[src/rtl/decode_dispatch_queue.sv]
// decode_dispatch_queue: instruction FIFO that decodes its head entry and dispatches it to ROB plus RS or LSB
module decode_dispatch_queue #(
  parameter int ROB_WIDTH = 4,
  parameter int QUEUE_DEPTH = 4,
  localparam int ADDR_W = $clog2(QUEUE_DEPTH)
) (
  input  logic                 clk_in,
  input  logic                 rst_in,
  input  logic                 rdy_in,
  input  logic                 clear,
  input  logic                 if_valid,
  input  logic [31:0]          if_pc,
  input  logic [31:0]          if_inst,
  output logic                 if_ready,
  input  logic                 rob_ready,
  input  logic [ROB_WIDTH-1:0] rob_tag,
  input  logic                 rs_ready,
  input  logic                 lsb_ready,
  output logic                 to_rob,
  output logic                 to_rs,
  output logic                 to_lsb,
  output logic [5:0]           dis_op,
  output logic [4:0]           dis_rd,
  output logic [4:0]           dis_rs1,
  output logic [4:0]           dis_rs2,
  output logic                 dis_rd_en,
  output logic                 dis_rs1_en,
  output logic                 dis_rs2_en,
  output logic [31:0]          dis_imm,
  output logic [31:0]          dis_pc,
  output logic [ROB_WIDTH-1:0] dis_tag,
  output logic                 dis_illegal
);
  logic [31:0]     pc_q [QUEUE_DEPTH];
  logic [31:0]     inst_q [QUEUE_DEPTH];
  logic [ADDR_W-1:0] head, tail;
  logic [ADDR_W:0] count;
  logic [31:0]     inst, imm;
  logic [2:0]      f3;
  logic [6:0]      f7;
  logic [5:0]      op;
  logic            wr, use_rs1, use_rs2, is_ls, illegal, enq, dispatch;
  assign inst     = inst_q[head];
  assign f3       = inst[14:12];
  assign f7       = inst[31:25];
  assign if_ready = count != (ADDR_W+1)'(QUEUE_DEPTH);
  assign enq      = if_valid && if_ready;
  assign illegal  = op == 6'h3F;
  assign dispatch = count != '0 && rob_ready && (illegal || (is_ls ? lsb_ready : rs_ready));
  // decode the head entry; anything not matched stays at the ILLEGAL opcode
  always_comb begin
    op = 6'h3F;
    imm = '0;
    wr = 1'b0;
    use_rs1 = 1'b0;
    use_rs2 = 1'b0;
    is_ls = 1'b0;
    case (inst[6:0])
      7'b0110011: begin
        wr = 1'b1;
        use_rs1 = 1'b1;
        use_rs2 = 1'b1;
        case (f3)
          3'd0: op = f7 == 7'h00 ? 6'h00 : f7 == 7'h20 ? 6'h01 : 6'h3F;
          3'd1: op = f7 == 7'h00 ? 6'h05 : 6'h3F;
          3'd2: op = f7 == 7'h00 ? 6'h08 : 6'h3F;
          3'd3: op = f7 == 7'h00 ? 6'h09 : 6'h3F;
          3'd4: op = f7 == 7'h00 ? 6'h02 : 6'h3F;
          3'd5: op = f7 == 7'h00 ? 6'h06 : f7 == 7'h20 ? 6'h07 : 6'h3F;
          3'd6: op = f7 == 7'h00 ? 6'h03 : 6'h3F;
          default: op = f7 == 7'h00 ? 6'h04 : 6'h3F;
        endcase
      end
      7'b0010011: begin
        wr = 1'b1;
        use_rs1 = 1'b1;
        imm = (f3 == 3'd1 || f3 == 3'd5) ? {27'b0, inst[24:20]} : {{20{inst[31]}}, inst[31:20]};
        case (f3)
          3'd0: op = 6'h0A;
          3'd1: op = f7 == 7'h00 ? 6'h0E : 6'h3F;
          3'd2: op = 6'h11;
          3'd3: op = 6'h12;
          3'd4: op = 6'h0B;
          3'd5: op = f7 == 7'h00 ? 6'h0F : f7 == 7'h20 ? 6'h10 : 6'h3F;
          3'd6: op = 6'h0C;
          default: op = 6'h0D;
        endcase
      end
      7'b0000011: begin
        wr = 1'b1;
        use_rs1 = 1'b1;
        is_ls = 1'b1;
        imm = {{20{inst[31]}}, inst[31:20]};
        case (f3)
          3'd0: op = 6'h13;
          3'd1: op = 6'h14;
          3'd2: op = 6'h15;
          3'd4: op = 6'h16;
          3'd5: op = 6'h17;
          default: op = 6'h3F;
        endcase
      end
      7'b0100011: begin
        use_rs1 = 1'b1;
        use_rs2 = 1'b1;
        is_ls = 1'b1;
        imm = {{20{inst[31]}}, inst[31:25], inst[11:7]};
        op = f3 == 3'd0 ? 6'h18 : f3 == 3'd1 ? 6'h19 : f3 == 3'd2 ? 6'h1A : 6'h3F;
      end
      7'b1100011: begin
        use_rs1 = 1'b1;
        use_rs2 = 1'b1;
        imm = {{19{inst[31]}}, inst[31], inst[7], inst[30:25], inst[11:8], 1'b0};
        case (f3)
          3'd0: op = 6'h1B;
          3'd1: op = 6'h1C;
          3'd4: op = 6'h1D;
          3'd5: op = 6'h1E;
          3'd6: op = 6'h1F;
          3'd7: op = 6'h20;
          default: op = 6'h3F;
        endcase
      end
      7'b1101111: begin
        wr = 1'b1;
        op = 6'h21;
        imm = {{11{inst[31]}}, inst[31], inst[19:12], inst[20], inst[30:21], 1'b0};
      end
      7'b1100111: begin
        wr = 1'b1;
        use_rs1 = 1'b1;
        op = f3 == 3'd0 ? 6'h22 : 6'h3F;
        imm = {{20{inst[31]}}, inst[31:20]};
      end
      7'b0010111: begin
        wr = 1'b1;
        op = 6'h23;
        imm = {inst[31:12], 12'b0};
      end
      7'b0110111: begin
        wr = 1'b1;
        op = 6'h24;
        imm = {inst[31:12], 12'b0};
      end
      default: ;
    endcase
  end
  // FIFO storage; entries need no reset since count guards them
  always_ff @(posedge clk_in)
    if (rst_in && rdy_in && !clear && enq) begin
      pc_q[tail] <= if_pc;
      inst_q[tail] <= if_inst;
    end
  // pointers, count and registered dispatch outputs
  always_ff @(posedge clk_in)
    if (!rst_in) begin
      head <= '0;
      tail <= '0;
      count <= '0;
      {to_rob, to_rs, to_lsb} <= '0;
      {dis_op, dis_rd, dis_rs1, dis_rs2, dis_rd_en, dis_rs1_en, dis_rs2_en} <= '0;
      {dis_imm, dis_pc, dis_tag, dis_illegal} <= '0;
    end else if (rdy_in) begin
      if (clear) begin
        head <= '0;
        tail <= '0;
        count <= '0;
        {to_rob, to_rs, to_lsb} <= '0;
      end else begin
        if (enq) tail <= tail + ADDR_W'(1);
        if (dispatch) head <= head + ADDR_W'(1);
        count <= count + {{ADDR_W{1'b0}}, enq} - {{ADDR_W{1'b0}}, dispatch};
        to_rob <= dispatch;
        to_rs <= dispatch && !illegal && !is_ls;
        to_lsb <= dispatch && !illegal && is_ls;
        if (dispatch) begin
          dis_op <= op;
          dis_rd <= inst[11:7];
          dis_rs1 <= inst[19:15];
          dis_rs2 <= inst[24:20];
          dis_rd_en <= wr && !illegal && inst[11:7] != 5'd0;
          dis_rs1_en <= use_rs1 && !illegal;
          dis_rs2_en <= use_rs2 && !illegal;
          dis_imm <= imm;
          dis_pc <= pc_q[head];
          dis_tag <= rob_tag;
          dis_illegal <= illegal;
        end
      end
    end
endmodule

[config.mk]
export PLATFORM = sky130hd
export DESIGN_NAME = decode_dispatch_queue
export DESIGN_NICKNAME = d
export VERILOG_FILES = /design/src/rtl/decode_dispatch_queue.sv
export SDC_FILE = /design/constraint.sdc
export NUM_CORES = 1
export LEC_CHECK = 0
export ABC_AREA = 1
export BUFFER_PORTS_ARGS = -buffer_cell sky130_fd_sc_hd__buf_2
export CAP_MARGIN = 20
export CELL_PAD_IN_SITES_DETAIL_PLACEMENT = 0
export CELL_PAD_IN_SITES_GLOBAL_PLACEMENT = 1
export CORE_MARGIN = 10
export CORE_UTILIZATION = 46
export DETAILED_ROUTE_END_ITERATION = 12
export PLACE_DENSITY_LB_ADDON = 0.1
export SLEW_MARGIN = 30
export SYNTH_ARGS = -nofsm -noshare
export SYNTH_HDL_FRONTEND = slang
export SYNTH_SLANG_ARGS = --single-unit
[constraint.sdc]
create_clock -name clk_in -period 5.1 [get_ports clk_in]
set_input_delay 0.255 -clock clk_in [delete_from_list [all_inputs] [get_ports clk_in]]
set_output_delay 0.255 -clock clk_in [all_outputs]
set_load 0.01 [all_outputs]
Yosys cells after proc, flatten, opt, wreduce, memory -nomap -nowiden
Memory sizes are Yosys's and may differ from the RTL's. A register that Yosys moved wholly into a read port is not among the register bits.
Index checks and enable logic that the tools add are counted.
{"block": "op_classes", "mul": 0, "mux": 41, "n_reduce_logical": 34, "n_eq_ne": 19, "bitwise": 1, "order_cmp": 0, "shift": 0, "n_addsub": 4, "n_div": 0}
{"operator": "one-hot mux 32 bit (6 select lines)", "n": 1}
{"operator": "2-to-1 mux 6 bit", "n": 16}
{"operator": "one-hot mux 6 bit (7 select lines)", "n": 2}
{"operator": "one-hot mux 6 bit (9 select lines)", "n": 1}
{"operator": "one-hot mux 6 bit (6 select lines)", "n": 1}
{"operator": "2-to-1 mux 32 bit", "n": 1}
{"operator": "one-hot mux 6 bit (5 select lines)", "n": 1}
{"operator": "equality test 7 x 6 -> 1 bit, second input constant", "n": 4}
{"operator": "equality test 7 bit, second input constant", "n": 3}
{"operator": "equality test 7 x 5 -> 1 bit, second input constant", "n": 2}
{"operator": "logical AND 1 bit", "n": 13}
{"operator": "equality test 3 bit, second input constant", "n": 4}
{"operator": "2-to-1 mux 2 bit", "n": 6}
{"operator": "2-to-1 mux 1 bit", "n": 10}
{"operator": "equality test 7 x 2 -> 1 bit, second input constant", "n": 1}
{"operator": "zero test 7 bit", "n": 1}
{"operator": "OR reduction 7 bit", "n": 1}
{"operator": "equality test 3 x 2 -> 1 bit, second input constant", "n": 2}
{"operator": "equality test 6 bit, second input constant", "n": 1}
{"operator": "OR reduction 2 bit", "n": 3}
{"operator": "OR reduction 6 bit", "n": 1}
{"operator": "2-to-1 mux 5 bit", "n": 1}
{"operator": "nonzero test 5 bit", "n": 1}
{"operator": "adder 2 x 1 -> 2 bit, second input constant", "n": 2}
{"operator": "other kinds (14)", "n": 20}
{"block": "word_totals", "inputBits": 76, "n_memories": 2, "elab_cells": 117, "latch_bits": 0, "rom_bits": 0, "ram_bits": 256, "out_inout_bits": 97, "regBits": 71}
{"name": "inst_q", "depth": 4, "width": 32, "rd": 1, "rd_clocked_by_memory_dff": 1, "write_ports": 1, "line": "35", "source": "logic [31:0] inst_q [QUEUE_DEPTH];"}
{"name": "pc_q", "depth": 4, "width": 32, "rd": 1, "rd_clocked_by_memory_dff": 1, "write_ports": 1, "line": "34", "source": "logic [31:0] pc_q [QUEUE_DEPTH];"}

Longest topological paths before layout
{"block": "depth", "ltp_word": 12, "depth_mapped": 26, "depth_no_buf": 24}

Least setup slack after synthesis
OpenSTA, ideal clock, no wires.
{"block": "synth_timing", "path_kind": "input port to flip-flop", "startpoint": "input port rdy_in", "endpoint": "memory inst_q[0][0] (enable)", "path_buffers": 0, "stages": 6, "path_slack_ps": 966, "required_time_ps": 4614, "setup_time_ps": 486, "arrival_ps": 3648, "cell_sequence": "inv_1 -> nor2_1 -> inv_1 -> nor2_1 -> nand2_1 -> nor2_1"}
{"block": "synth_between", "elab_chain_cells": 5}
{"item": "start, declared", "line": "9", "source": "input logic rdy_in,"}
{"item": "logical AND 1 bit (3 in a row)", "line": "150", "source": "if (rst_in && rdy_in && !clear && enq) begin"}
{"item": "2-to-1 mux 1 bit", "line": "150"}
{"item": "2-to-1 mux 1 bit (not written as such)", "line": "152", "source": "inst_q[tail] <= if_inst;"}
{"item": "end, declared", "line": "35"}
Every way passes these cells.

==> run summary <==
The flow ran to the end, and the final reports show no timing, DRC or antenna violations. The most used flip-flop cell after synthesis is sky130_fd_sc_hd__edfxtp_1. The relative slew slack is 0.4268. The top cell types in the final layout, fill and taps aside, are 396 x sky130_fd_sc_hd__nand2_1, 256 x sky130_fd_sc_hd__edfxtp_1, 172 x sky130_fd_sc_hd__buf_2, 137 x sky130_fd_sc_hd__a21oi_1, 102 x sky130_fd_sc_hd__dfxtp_1. The post-route fraction of the period consumed by the critical path is 0.8319. In the routed design, unresolved DRC markers number 0. The total internal power came out at 4.976 mW. The analysis attributes to cell leakage a power of 6.774 nW.

The number of detailed-routing iterations run before antenna repair is 5. The boundary pin count came out at 173. TritonCTS built the clock tree.

The power density over cell area is 352.8 nW/um2. The global-route wire length before repair came out at 58.10 mm. Final hold analysis gives a worst-case slack of 0.1085 ns.

The mean instance size in the synthesized netlist is 10.66 um2. The worst hold path begins at rst_in. Clock latency on the worst-skew pair, taken at its later pin, is 0.54 ns. Setup repair after global routing left no endpoint under its margin. The number of global-route vias before repair is 10.23k. The clock period could shrink to 4.243 ns. Data on the critical path arrives at its endpoint at 4.62 ns. The number of slew-limit violations in the final report came out at 0.

The count of clock tree sinks came out at 361. The number of inserted filler cells in the final layout came out at 2653. The worst reg-to-reg setup slack is 0.86 ns. The placed wire-length estimate after detailed placement came out at 23.72 mm. The number of levels the H-tree was split into is 2. The maximum fanout encountered on the critical timing path came out at 62. The number of vias per cell after detailed routing came out at 5.230. The CTS clock-pin slew for the worst setup and hold paths came out at 0.06 ns. Setup total negative slack on the finished layout was measured at 0 ns. The achievable clock frequency is 235.7 MHz. For this run, asynchronously set or reset flops after synthesis account for 0. The hold violation total from the final report is 0. The post-cts repair resize count is 0. The switching fraction of total power came out at 0.2017. The count of mapped cells out of synthesis is 1355. The area inside the core boundary is 30750 um2. The tree is rooted in a sky130_fd_sc_hd__clkbuf_16. The number of design-rule violations left by the first detailed-router iteration is 729. Buffers placed on the I/O ports in this run total 172. The maximum number of pins on one net before global-route repair is 75. The synthesis-to-layout area growth is 22.34%. The number of setup buffers added after CTS is 0. After floorplanning, the core was divided into 64 placement rows. The setup skew after layout is 0.02353 ns. The cell area that synthesis handed to floorplanning was 14440 um2. The required time reported for the critical path endpoint came out at 5.48 ns. The via count came out at 10.49k.

The reported max-cap violation count is 0. The number of enable flip-flop cells after synthesis is 256. In this run, synthesis produced a sequential element count of 361.

The final weighted congestion in routability-driven placement is 0.8652. In the final routed layout, each cell accounts on average for 18.68 um. The maximum clock insertion buffer count came out at 3. The largest vdd supply drop is 0.2745 mV. In this run the remaining antenna-violating nets after routing total 0. In the final layout, the share of cells above drive strength 1 is 0.1858.

The library cell used most frequently in the layout, excluding fill and tap cells, is sky130_fd_sc_hd__nand2_1. By startpoint and endpoint, the worst setup path is classified as flop to flop. The full die area came out at 38880 um2. The net switching power is 1.257 mW. The share of the Yosys chip area taken by registers is 0.6779. The power share of the combinational group came out at 0.036. For this configuration, the core starts out at a cell density of 0.4696.

The die boundary height is 197.2 um. The count of yosys warnings during synthesis is 0. Of the total power, registers draw 0.508. The total nets after synthesis is 1437. STA classifies the critical path endpoint as a flop. The total CTS buffers is 40.

The number of nets in the finished design came out at 1662. The initial antenna violation count is 1. The number of cells on the worst reg-to-reg path is 21. For this run, the total global-route usage over all layers was measured as 0.1885.

The total congestion overflow came out at 0. The worst register-to-register path ends at count[1]. The actual transition at the worst max-transition pin came out at 0.8578 ns. The number of distinct standard cells referenced by the synthesized netlist is 46. Setup violations remaining at the end of the flow were counted as 0. Of the total power, the clock network draws 0.456.

The path type of the worst min-delay path is primary input to flop. The kind of start point of the critical path is a flop. The termination of the worst setup path is count[1]. The wire length reported by the detailed router is 37.47 mm.

In this run, post-CTS hold repair placed 68 buffers. The overall die width is 197.2 um.
==> metrics by stage <==
stage / utilization / power, mW / cells / setup WS [ns] / instance area (um2)
6_report: 0.5745 / 6.233 / 2006 / 0.8572 / 17670
5_1_grt: 0.5745 / 6.450 / 2005 / 0.4456 / 17660
2_1_floorplan: - / 3.319 / 1355 / 0.9657 / 14440
3_5_place_dp: 0.5083 / 3.412 / 1865 / 0.9192 / 15630
4_1_cts: 0.5735 / 6.294 / 2004 / 0.8763 / 17640
3_3_place_gp: 0.5081 / 3.409 / 1865 / 1.026 / 15620
==> cell usage after synthesis (2+ instances only) <==
library cell / count / share of area
sky130_fd_sc_hd__a21oi_1: 137 / 0.047
sky130_fd_sc_hd__a22o_1: 4 / 0.0024
sky130_fd_sc_hd__a31oi_1: 6 / 0.0026
sky130_fd_sc_hd__a32oi_1: 32 / 0.019
sky130_fd_sc_hd__buf_1: 2 / 0.00052
sky130_fd_sc_hd__buf_2: 14 / 0.0049
sky130_fd_sc_hd__buf_4: 11 / 0.0057
sky130_fd_sc_hd__buf_6: 4 / 0.0031
sky130_fd_sc_hd__clkbuf_1: 42 / 0.011
sky130_fd_sc_hd__clkinv_1: 2 / 0.00052
sky130_fd_sc_hd__dfxtp_1: 105 / 0.15
sky130_fd_sc_hd__edfxtp_1: 256 / 0.53
sky130_fd_sc_hd__ha_1: 5 / 0.0043
sky130_fd_sc_hd__inv_1: 37 / 0.0096
sky130_fd_sc_hd__inv_2: 13 / 0.0034
sky130_fd_sc_hd__nand2_1: 396 / 0.10
sky130_fd_sc_hd__nand2_2: 15 / 0.0065
sky130_fd_sc_hd__nand3_1: 49 / 0.017
sky130_fd_sc_hd__nand3_2: 2 / 0.0014
sky130_fd_sc_hd__nand4_1: 4 / 0.0017
sky130_fd_sc_hd__nor2_1: 98 / 0.025
sky130_fd_sc_hd__nor2_2: 5 / 0.0022
sky130_fd_sc_hd__nor2_4: 3 / 0.0023
sky130_fd_sc_hd__nor3_1: 7 / 0.0024
sky130_fd_sc_hd__nor4_1: 2 / 0.00087
sky130_fd_sc_hd__o21ai_0: 53 / 0.018
sky130_fd_sc_hd__o21ai_1: 15 / 0.0052
sky130_fd_sc_hd__o22ai_1: 16 / 0.0069
sky130_fd_sc_hd__xnor2_1: 2 / 0.0012
sky130_fd_sc_hd__xor2_1: 2 / 0.0012
==> routing by layer <==
layer  vias to the layer above  part of all wire  track usage
met2                       283              0.44       0.2902
met3                        44             0.060      0.03697
li1                       5185                 -            -
met4                         0             0.017      0.04756
met5                         -                 0            0
met1                      4980              0.48       0.2682
==> cell families after synthesis <==
group                    Yosys count  share of synthesized area
multiplexers                       1                  0.0006931
AO/OA/AOI/OAI                    271                     0.1070
flip-flops                       361                     0.6779
AND/OR/NAND/NOR                  586                     0.1672
buffers and inverters            126                    0.03908
XOR/XNOR                           4                   0.002426
adder cells (fa/ha/maj)            6                   0.005718
==> power groups by stage <==
stage | clock network (mW) | registers, mW | logic (mW)
after floorplan | 0 | 3.23 | 0.0884
after global placement | 0 | 3.23 | 0.182
after detailed placement | 0 | 3.23 | 0.185
after global routing | 3.03 | 3.16 | 0.251
final | 2.84 | 3.17 | 0.227
after CTS | 2.90 | 3.16 | 0.227
==> state kept, by name (all words and copies together) (netlist names), 3 cells and up, named ones only <==
signal	cells
inst_q	128
pc_q	128
dis_imm	32
dis_pc	32
dis_op	6
dis_rd	5
dis_rs1	5
dis_rs2	5
dis_tag	4
count	3
==> worst min-delay path by stage <==
stage                   endpoint  cells past startpoint  slack (ns)
floorplan           inst_q[0][0]                      0        0.35
finish                   head[0]                      3        0.11
global route                flop                      3        0.11
global placement      dis_pc[31]                      2        0.45
CTS                         flop                      3        0.08
detailed placement    dis_pc[31]                      2        0.45
==> critical path, cell delays in order (launching register included) <==
cell,delay [ns]
sky130_fd_sc_hd__dfxtp_2,0.35
sky130_fd_sc_hd__buf_4,0.51
sky130_fd_sc_hd__nand2_1,0.16
sky130_fd_sc_hd__nand3_1,0.12
sky130_fd_sc_hd__nand2_1,0.08
sky130_fd_sc_hd__nor2_1,0.20
sky130_fd_sc_hd__nand3_1,0.40
sky130_fd_sc_hd__nand2_2,0.37
sky130_fd_sc_hd__nor2_2,0.09
sky130_fd_sc_hd__nand2_2,0.11
sky130_fd_sc_hd__nand2_1,0.06
sky130_fd_sc_hd__nor2_1,0.09
sky130_fd_sc_hd__nand2_1,0.10
sky130_fd_sc_hd__nand2_2,0.15
sky130_fd_sc_hd__nand2_2,0.09
sky130_fd_sc_hd__nand2_1,0.11
sky130_fd_sc_hd__xor2_1,0.17
sky130_fd_sc_hd__ha_1,0.16
sky130_fd_sc_hd__inv_1,0.05
sky130_fd_sc_hd__fa_1,0.48
sky130_fd_sc_hd__a2bb2oi_1,0.16
sky130_fd_sc_hd__nor2_1,0.05
==> cell type report <==
| cell class | instances | area [um2] | area share |
|---|---|---|---|
| Sequential cell | 361 | 9793 | 0.5543 |
| Multi-Input combinational cell | 868 | 4118 | 0.2331 |
| Timing Repair Buffer | 256 | 1723 | 0.09752 |
| Clock buffer | 48 | 1092 | 0.06183 |
| Tap cell | 396 | 495.5 | 0.02805 |
| Clock inverter | 23 | 234.0 | 0.01324 |
| Inverter | 53 | 209.0 | 0.01183 |
| Antenna cell | 1 | 2.502 | 0.0001416 |
Note: power is estimated with default switching activity, not from simulation.
